==> src/rtl/fft_pkg.sv <==
// rtl/fft_pkg.sv - shared FFT datapath constants and Q-format helpers
package fft_pkg;

   localparam int RND_TRUNC     = 0;
   localparam int RND_HALF_UP   = 1;
   localparam int RND_HALF_EVEN = 2;

   // Total width of a signed Q(I).F word; I already counts the sign bit.
   function automatic int q_width(input int int_bits, input int frac_bits);
      return int_bits + frac_bits;
   endfunction

endpackage

==> src/rtl/cmul_pipe_if.sv <==
// rtl/cmul_pipe_if.sv - operand/result bundle of the pipelined complex multiplier
interface cmul_pipe_if #(
   parameter int W = 8
);

   logic                i_en;
   logic                i_valid;
   logic                i_conj;
   logic signed [W-1:0] i_data1_re;
   logic signed [W-1:0] i_data1_im;
   logic signed [W-1:0] i_data2_re;
   logic signed [W-1:0] i_data2_im;
   logic                i_clr_ovf;

   logic                o_valid;
   logic signed [W-1:0] o_data_re;
   logic signed [W-1:0] o_data_im;
   logic                o_ovf_re;
   logic                o_ovf_im;
   logic                o_ovf_sticky;

   modport master (
      output i_en, i_valid, i_conj,
      output i_data1_re, i_data1_im, i_data2_re, i_data2_im,
      output i_clr_ovf,
      input  o_valid, o_data_re, o_data_im,
      input  o_ovf_re, o_ovf_im, o_ovf_sticky
   );

   modport slave (
      input  i_en, i_valid, i_conj,
      input  i_data1_re, i_data1_im, i_data2_re, i_data2_im,
      input  i_clr_ovf,
      output o_valid, o_data_re, o_data_im,
      output o_ovf_re, o_ovf_im, o_ovf_sticky
   );

endinterface

==> src/rtl/cmul_round_sat.sv <==
// rtl/cmul_round_sat.sv - rounding term (stage 2) and shift/saturate (stage 3) for one component
module cmul_round_sat
   import fft_pkg::*;
#(
   parameter int W2  = 17,
   parameter int F   = 4,
   parameter int W   = 8,
   parameter int RND = RND_HALF_UP
) (
   input  logic signed [W2-1:0] sum,
   output logic signed [W2-1:0] sum_rnd,
   input  logic signed [W2-1:0] acc,
   output logic signed [W-1:0]  data,
   output logic                 ovf
);

   localparam logic signed [W2-1:0] HALF  = W2'(1) << (F - 1);
   localparam logic signed [W2-1:0] MAX_V = {{(W2-W+1){1'b0}}, {(W-1){1'b1}}};
   localparam logic signed [W2-1:0] MIN_V = {{(W2-W+1){1'b1}}, {(W-1){1'b0}}};

   logic signed [W2-1:0] rnd_term;
   logic signed [W2-1:0] sh;

   // Half-even skips the bump only on an exact tie whose kept LSB is already even.
   always_comb begin
      rnd_term = '0;
      if (RND == RND_HALF_UP) begin
         rnd_term = HALF;
      end else if (RND == RND_HALF_EVEN) begin
         if (!((sum[F-1:0] == HALF[F-1:0]) && !sum[F])) begin
            rnd_term = HALF;
         end
      end
   end

   assign sum_rnd = sum + rnd_term;
   assign sh      = acc >>> F;

   always_comb begin
      data = sh[W-1:0];
      ovf  = 1'b0;
      if (sh > MAX_V) begin
         data = MAX_V[W-1:0];
         ovf  = 1'b1;
      end else if (sh < MIN_V) begin
         data = MIN_V[W-1:0];
         ovf  = 1'b1;
      end
   end

endmodule

==> src/rtl/cmul_pipe.sv <==
// rtl/cmul_pipe.sv - 3-stage signed Q(I).F complex multiplier with conjugate, rounding and saturation
module cmul_pipe
   import fft_pkg::*;
#(
   parameter int I   = 4,
   parameter int F   = 4,
   parameter int RND = RND_HALF_UP
) (
   input  logic       clk,
   input  logic       rst,
   cmul_pipe_if.slave bus
);

   localparam int W  = q_width(I, F);
   localparam int P  = 2 * W;
   localparam int W2 = 2 * W + 1;

   logic signed [P-1:0]  a_x, b_x, c_x, d_x;
   logic                 s1_valid, s1_conj;
   logic signed [P-1:0]  s1_ac, s1_ad, s1_bc, s1_bd;

   logic signed [W2-1:0] ac_x, ad_x, bc_x, bd_x;
   logic signed [W2-1:0] sum_re, sum_im;
   logic signed [W2-1:0] rnd_re, rnd_im;
   logic                 s2_valid;
   logic signed [W2-1:0] s2_re, s2_im;

   logic signed [W-1:0]  sat_re, sat_im;
   logic                 sat_ovf_re, sat_ovf_im;
   logic                 s3_valid;
   logic signed [W-1:0]  s3_re, s3_im;
   logic                 s3_ovf_re, s3_ovf_im;
   logic                 ovf_sticky;

   assign a_x = P'(bus.i_data1_re);
   assign b_x = P'(bus.i_data1_im);
   assign c_x = P'(bus.i_data2_re);
   assign d_x = P'(bus.i_data2_im);

   always_ff @(posedge clk) begin
      if (rst) begin
         s1_valid <= 1'b0;
         s1_conj  <= 1'b0;
         s1_ac    <= '0;
         s1_ad    <= '0;
         s1_bc    <= '0;
         s1_bd    <= '0;
      end else if (bus.i_en) begin
         s1_valid <= bus.i_valid;
         s1_conj  <= bus.i_conj;
         s1_ac    <= a_x * c_x;
         s1_ad    <= a_x * d_x;
         s1_bc    <= b_x * c_x;
         s1_bd    <= b_x * d_x;
      end
   end

   assign ac_x = W2'(s1_ac);
   assign ad_x = W2'(s1_ad);
   assign bc_x = W2'(s1_bc);
   assign bd_x = W2'(s1_bd);

   // (a+bi)(c-di) = (ac+bd) + (bc-ad)i
   assign sum_re = s1_conj ? (ac_x + bd_x) : (ac_x - bd_x);
   assign sum_im = s1_conj ? (bc_x - ad_x) : (ad_x + bc_x);

   cmul_round_sat #(.W2(W2), .F(F), .W(W), .RND(RND)) u_rs_re (
      .sum     (sum_re),
      .sum_rnd (rnd_re),
      .acc     (s2_re),
      .data    (sat_re),
      .ovf     (sat_ovf_re)
   );

   cmul_round_sat #(.W2(W2), .F(F), .W(W), .RND(RND)) u_rs_im (
      .sum     (sum_im),
      .sum_rnd (rnd_im),
      .acc     (s2_im),
      .data    (sat_im),
      .ovf     (sat_ovf_im)
   );

   always_ff @(posedge clk) begin
      if (rst) begin
         s2_valid <= 1'b0;
         s2_re    <= '0;
         s2_im    <= '0;
      end else if (bus.i_en) begin
         s2_valid <= s1_valid;
         s2_re    <= rnd_re;
         s2_im    <= rnd_im;
      end
   end

   always_ff @(posedge clk) begin
      if (rst) begin
         s3_valid  <= 1'b0;
         s3_re     <= '0;
         s3_im     <= '0;
         s3_ovf_re <= 1'b0;
         s3_ovf_im <= 1'b0;
      end else if (bus.i_en) begin
         s3_valid  <= s2_valid;
         s3_re     <= sat_re;
         s3_im     <= sat_im;
         s3_ovf_re <= s2_valid & sat_ovf_re;
         s3_ovf_im <= s2_valid & sat_ovf_im;
      end
   end

   // Clear is honoured even while frozen; a simultaneous new overflow wins.
   always_ff @(posedge clk) begin
      if (rst) begin
         ovf_sticky <= 1'b0;
      end else if (bus.i_en && s2_valid && (sat_ovf_re || sat_ovf_im)) begin
         ovf_sticky <= 1'b1;
      end else if (bus.i_clr_ovf) begin
         ovf_sticky <= 1'b0;
      end
   end

   assign bus.o_valid      = s3_valid;
   assign bus.o_data_re    = s3_re;
   assign bus.o_data_im    = s3_im;
   assign bus.o_ovf_re     = s3_ovf_re;
   assign bus.o_ovf_im     = s3_ovf_im;
   assign bus.o_ovf_sticky = ovf_sticky;

endmodule

==> src/flat_wrapper.sv <==
// flat-port wrapper written by rule: the top's interface ports become plain ports
module cmul_pipe_flat import fft_pkg::*;
#(
   parameter int I   = 4,
   parameter int F   = 4,
   parameter int RND = RND_HALF_UP
)
  (clk, rst, bus_i_en, bus_i_valid, bus_i_conj, bus_i_data1_re, bus_i_data1_im, bus_i_data2_re, bus_i_data2_im, bus_i_clr_ovf, bus_o_valid, bus_o_data_re, bus_o_data_im, bus_o_ovf_re, bus_o_ovf_im, bus_o_ovf_sticky);
  cmul_pipe_if #(.W(8)) bus_i ();
  input  logic clk;
  input  logic rst;
  input wire logic [$bits(bus_i.i_en)-1:0] bus_i_en;
  input wire logic [$bits(bus_i.i_valid)-1:0] bus_i_valid;
  input wire logic [$bits(bus_i.i_conj)-1:0] bus_i_conj;
  input wire logic [$bits(bus_i.i_data1_re)-1:0] bus_i_data1_re;
  input wire logic [$bits(bus_i.i_data1_im)-1:0] bus_i_data1_im;
  input wire logic [$bits(bus_i.i_data2_re)-1:0] bus_i_data2_re;
  input wire logic [$bits(bus_i.i_data2_im)-1:0] bus_i_data2_im;
  input wire logic [$bits(bus_i.i_clr_ovf)-1:0] bus_i_clr_ovf;
  output wire logic [$bits(bus_i.o_valid)-1:0] bus_o_valid;
  output wire logic [$bits(bus_i.o_data_re)-1:0] bus_o_data_re;
  output wire logic [$bits(bus_i.o_data_im)-1:0] bus_o_data_im;
  output wire logic [$bits(bus_i.o_ovf_re)-1:0] bus_o_ovf_re;
  output wire logic [$bits(bus_i.o_ovf_im)-1:0] bus_o_ovf_im;
  output wire logic [$bits(bus_i.o_ovf_sticky)-1:0] bus_o_ovf_sticky;
  assign bus_i.i_en = bus_i_en;
  assign bus_i.i_valid = bus_i_valid;
  assign bus_i.i_conj = bus_i_conj;
  assign bus_i.i_data1_re = bus_i_data1_re;
  assign bus_i.i_data1_im = bus_i_data1_im;
  assign bus_i.i_data2_re = bus_i_data2_re;
  assign bus_i.i_data2_im = bus_i_data2_im;
  assign bus_i.i_clr_ovf = bus_i_clr_ovf;
  assign bus_o_valid = bus_i.o_valid;
  assign bus_o_data_re = bus_i.o_data_re;
  assign bus_o_data_im = bus_i.o_data_im;
  assign bus_o_ovf_re = bus_i.o_ovf_re;
  assign bus_o_ovf_im = bus_i.o_ovf_im;
  assign bus_o_ovf_sticky = bus_i.o_ovf_sticky;
  cmul_pipe #(.I(I), .F(F), .RND(RND)) u_core (.clk(clk), .rst(rst), .bus(bus_i));
endmodule
==> config.mk <==
export PLATFORM = sky130hd
export DESIGN_NAME = cmul_pipe_flat
export DESIGN_NICKNAME = d
export VERILOG_FILES = /design/src/rtl/fft_pkg.sv /design/src/rtl/cmul_pipe_if.sv /design/src/rtl/cmul_round_sat.sv /design/src/rtl/cmul_pipe.sv /design/src/flat_wrapper.sv
export SDC_FILE = /design/constraint.sdc
export NUM_CORES = 1
export LEC_CHECK = 0
export CAP_MARGIN = 20
export CORE_MARGIN = 4
export CORE_UTILIZATION = 25
export CTS_CLUSTER_DIAMETER = 60
export DETAILED_ROUTE_END_ITERATION = 10
export PLACE_DENSITY = 0.37
export SYNTH_ARGS = -nofsm -noshare
export SYNTH_HDL_FRONTEND = slang
export SYNTH_SLANG_ARGS = --single-unit
export TNS_END_PERCENT = 50
==> constraint.sdc <==
create_clock -name clk -period 7.2 [get_ports clk]
set_clock_uncertainty 0.1 [all_clocks]
set_input_delay 1.44 -clock clk [delete_from_list [all_inputs] [get_ports clk]]
set_output_delay 1.44 -clock clk [all_outputs]
set_load 0.005 [all_outputs]
==> results.py <==
metrics = {
    "route": {
        "wl_mm": 47.8,
        "drtAntennaViolNets": 0,
        "vias_per_cell": 4.42,
        "dr.pass1.iters": 5,
        "drc_errors": 0,
        "num_vias": 12800,
        "drt_iter0_markers": 621,
        "wire_per_inst_um": 16.5,
    },
    "critical_path": {
        "path_delay_family": "adder cells",
        "cp_cell_sequence": "clkdlybuf4s50_1, and2_1, fa_1, inv_1, fa_1, inv_1, fa_1, inv_1, fa_1, inv_1, ha_1, inv_1, o21ai_0, a21oi_1, o21ai_0, a211oi_1, o21ai_0, and2_1, a2111oi_0",
        "arrival_ps": 6740,
        "cp_slowest_cell": "clkdlybuf4s50_1",
        "cp-end-kind": "flop",
        "reg2reg_depth": 13,
        "slowest_delay_ps": 760,
        "crit_required_ps": 7410,
        "crit_type": "primary input to flop",
        "critPathBufInv": 6,
        "cp.depth": 19,
        "worst-r2r-setup-slack_ps": 2730,
        "crit_top_cell": "inv_1",
        "startpoint_type": "primary input",
        "crit_fanout": 13,
    },
    "timing": {
        "hold_ws_ps": 359,
        "rsz0062_at_grt": "false",
        "hold_viol": 0,
        "fmax_ghz": 0.153,
        "slew_viol_final": 0,
        "tightest_slew_ps": 837,
        "finalWorstSetupSlack_ps": 675,
        "tns_ps": 0,
        "setup_viol": 0,
        "maxSlewHeadroom_pct": 43.8,
        "min_period_ps": 6520,
        "fin_crit_sh_pct": 90.6,
    },
    "global_route": {
        "grt.total_usage_pct": 13.7,
        "grt_pass1_vias": 13300,
        "grt_pass1_wl_mm": 76.5,
        "antenna_found_initial": 1,
        "grt.overflow.total": 0,
        "grt_max_degree": 66,
    },
    "floorplanning": {
        "top_level_ports": 58,
        "die_y_um": 266,
        "rows": 94,
        "start_util_pct": 25.3,
        "dieWidth_um": 266,
        "coreArea_um2": 66000,
        "dieArea_um2": 71000,
    },
    "min_path": {
        "hold_depth": 2,
        "hold_path_class": "flop to flop",
    },
    "synth": {
        "synthTopCellsByCount": "inv_1 (353), fa_1 (220), and2_1 (170), ha_1 (150), nor2_1 (147)",
        "synth.largest_area_cell": "fa_1",
        "synth_seq_area_share_pct": 13.6,
        "ys.warnings.count": 0,
        "synth-edff-count": 0,
        "synthTopCellsByArea": "fa_1 (26%), dfxtp_1 (14%), ha_1 (11%)",
        "synthArstFlopShare_pct": 0,
        "yosysMostFrequentCell": "inv_1",
        "syn-cell-area_um2": 16700,
        "netlist_instances": 1967,
        "ys_types": 78,
        "synth_fp_nets": 2375,
        "syn_avg_cell_area_um2": 8.48,
        "synth_top_flop_cell": "dfxtp_1",
        "yosys.area.top_type_share_pct": 26.4,
        "ys_ff_latch": 113,
    },
    "pwr": {
        "p_per_area_nw_per_um2": 376,
        "leakage_uw": 0.00854,
        "ir_drop_mv": 0.211,
    },
    "clocking": {
        "root_buffer": "clkbuf_16",
        "cts_hold_buf": 0,
        "cts_tree": "built",
        "htreeDepth": 4,
        "clock_latency_ps": 430,
        "cts_max_path_buffers": 2,
        "path_clk_slew_ps": 60,
        "cts_resized": 0,
        "cts_setup_buffers": 0,
        "cts_buffers": 17,
        "clock_sinks": 113,
    },
    "outcome": {
        "status": "completed",
    },
    "place": {
        "gp_congestion": 0.830,
        "dpl.hpwl_mm": 39.6,
        "port_buffers": 57,
        "place_ws_ps": 220,
    },
    "cells_and_area": {
        "layout.nets": 2419,
        "area_delta_synth_final_pct": 13.9,
        "seq_area_um2": 2260,
        "final_util_pct": 28.8,
        "multi_input_area_um2": 12800,
        "drive_above_1_share_pct": 5.43,
        "fillers": 7121,
    },
    "job": {
        "max-cap-violations": 0,
    },
}
-- cell families after synthesis --
kind of cell / synth area share, %
AND/OR/NAND/NOR: 18.9
multiplexers: 2.36
adder cells (fa/ha/maj): 37.6
flip-flops: 13.6
buffers and inverters: 9.73
XOR/XNOR: 6.34
AO/OA/AOI/OAI: 11.4
-- path summary, 6_finish.rpt --
check	from	end
worst max register to register	u_core.s1_conj$_SDFFE_PP0P_	u_core.s2_re[15]$_SDFFE_PP0P_
worst min-delay path	u_core.bus.o_data_re[0]$_SDFFE_PP0P_	u_core.bus.o_data_re[0]$_SDFFE_PP0P_
worst max-delay path	bus_i_data1_re[3]	u_core.s1_ac[15]$_SDFFE_PP0P_
worst min register to register	u_core.bus.o_data_re[0]$_SDFFE_PP0P_	u_core.bus.o_data_re[0]$_SDFFE_PP0P_
-- routing by layer --
layer | vias to the layer above | wire [µm] | global-route usage, %
met1 | 6148 | 25000 | 20.5
met3 | 30 | 1170 | 1.40
met5 | - | 0 | 0
li1 | 6409 | - | -
met2 | 178 | 20700 | 21.5
met4 | 0 | 920 | 3.11
-- flip-flops by register name, summed over array words and instances, names as in the netlist --
name	cells
u_core.s2_valid	1
u_core.s1_bc	16
u_core.bus.o_data_im	8
u_core.s1_ad	16
u_core.s2_re	13
u_core.bus.o_ovf_sticky	1
u_core.bus.o_data_re	8
u_core.s2_im	13
u_core.s1_bd	16
u_core.s1_conj	1
u_core.s1_ac	16
u_core.bus.o_ovf_im	1
u_core.bus.o_valid	1
u_core.bus.o_ovf_re	1
u_core.s1_valid	1
-- layout make-up --
type                       count  area share (%)
clock inverter                12           0.836
sequential                   113            11.9
multi-input combinational   1422            67.4
antenna                        1          0.0132
timing repair buffer         103            4.79
inverter                     354            6.99
tap                          864            5.69
clock buffer                  20            2.40
-- worst min-delay path, stage by stage, from the launching register on --
cell,delay [ps]
dfxtp_1,300
nand2_1,60
a21oi_1,50
-- through the flow --
| step | power (µW) | cells | cell area (µm²) |
|---|---|---|---|
| after global placement | 6290 | 2856 | 18400 |
| after detailed placement | 6300 | 2856 | 18400 |
| after CTS | 7230 | 2888 | 19000 |
| after floorplan | 4820 | 1967 | 16700 |
| after global routing | 7930 | 2889 | 19000 |
| final | 7140 | 2889 | 19000 |
-- report_power, final --
group	total (µW)	internal [µW]	leakage [µW]	switching (µW)
sequential	975	809	0.000932	165
clock	873	562	0.000284	311
combinational	5300	2210	0.00732	3090
total	7140	3580	0.00854	3560
-- placed cells by master (no fill, tap or decap), types with 7 or more instances in the layout --
| cell | synthesis | layout |
|---|---|---|
| a21o_1 | 12 | 12 |
| o21bai_1 | 11 | 11 |
| a21oi_1 | 89 | 89 |
| nor2b_1 | 21 | 21 |
| a211oi_1 | 27 | 27 |
| nor2_1 | 147 | 147 |
| nand2_1 | 125 | 125 |
| nand2b_1 | 17 | 17 |
| nand4_1 | 8 | 8 |
| clkbuf_16 | 0 | 17 |
| mux2i_1 | 36 | 36 |
| nor3_1 | 43 | 43 |
| and2_1 | 170 | 170 |
| o211ai_1 | 26 | 26 |
| nand3_1 | 22 | 22 |
| or3_1 | 8 | 8 |
| clkdlybuf4s50_1 | 0 | 55 |
| ha_1 | 150 | 150 |
| o21a_1 | 7 | 7 |
| fa_1 | 220 | 220 |
| inv_1 | 353 | 353 |
| o21ai_0 | 36 | 36 |
| a31oi_1 | 11 | 11 |
| buf_4 | 0 | 48 |
| xor2_1 | 28 | 28 |
| nor3b_1 | 9 | 9 |
| dfxtp_1 | 113 | 113 |
| xnor2_1 | 91 | 91 |
| a21boi_0 | 10 | 10 |
Power figures use the tool's default switching activity.
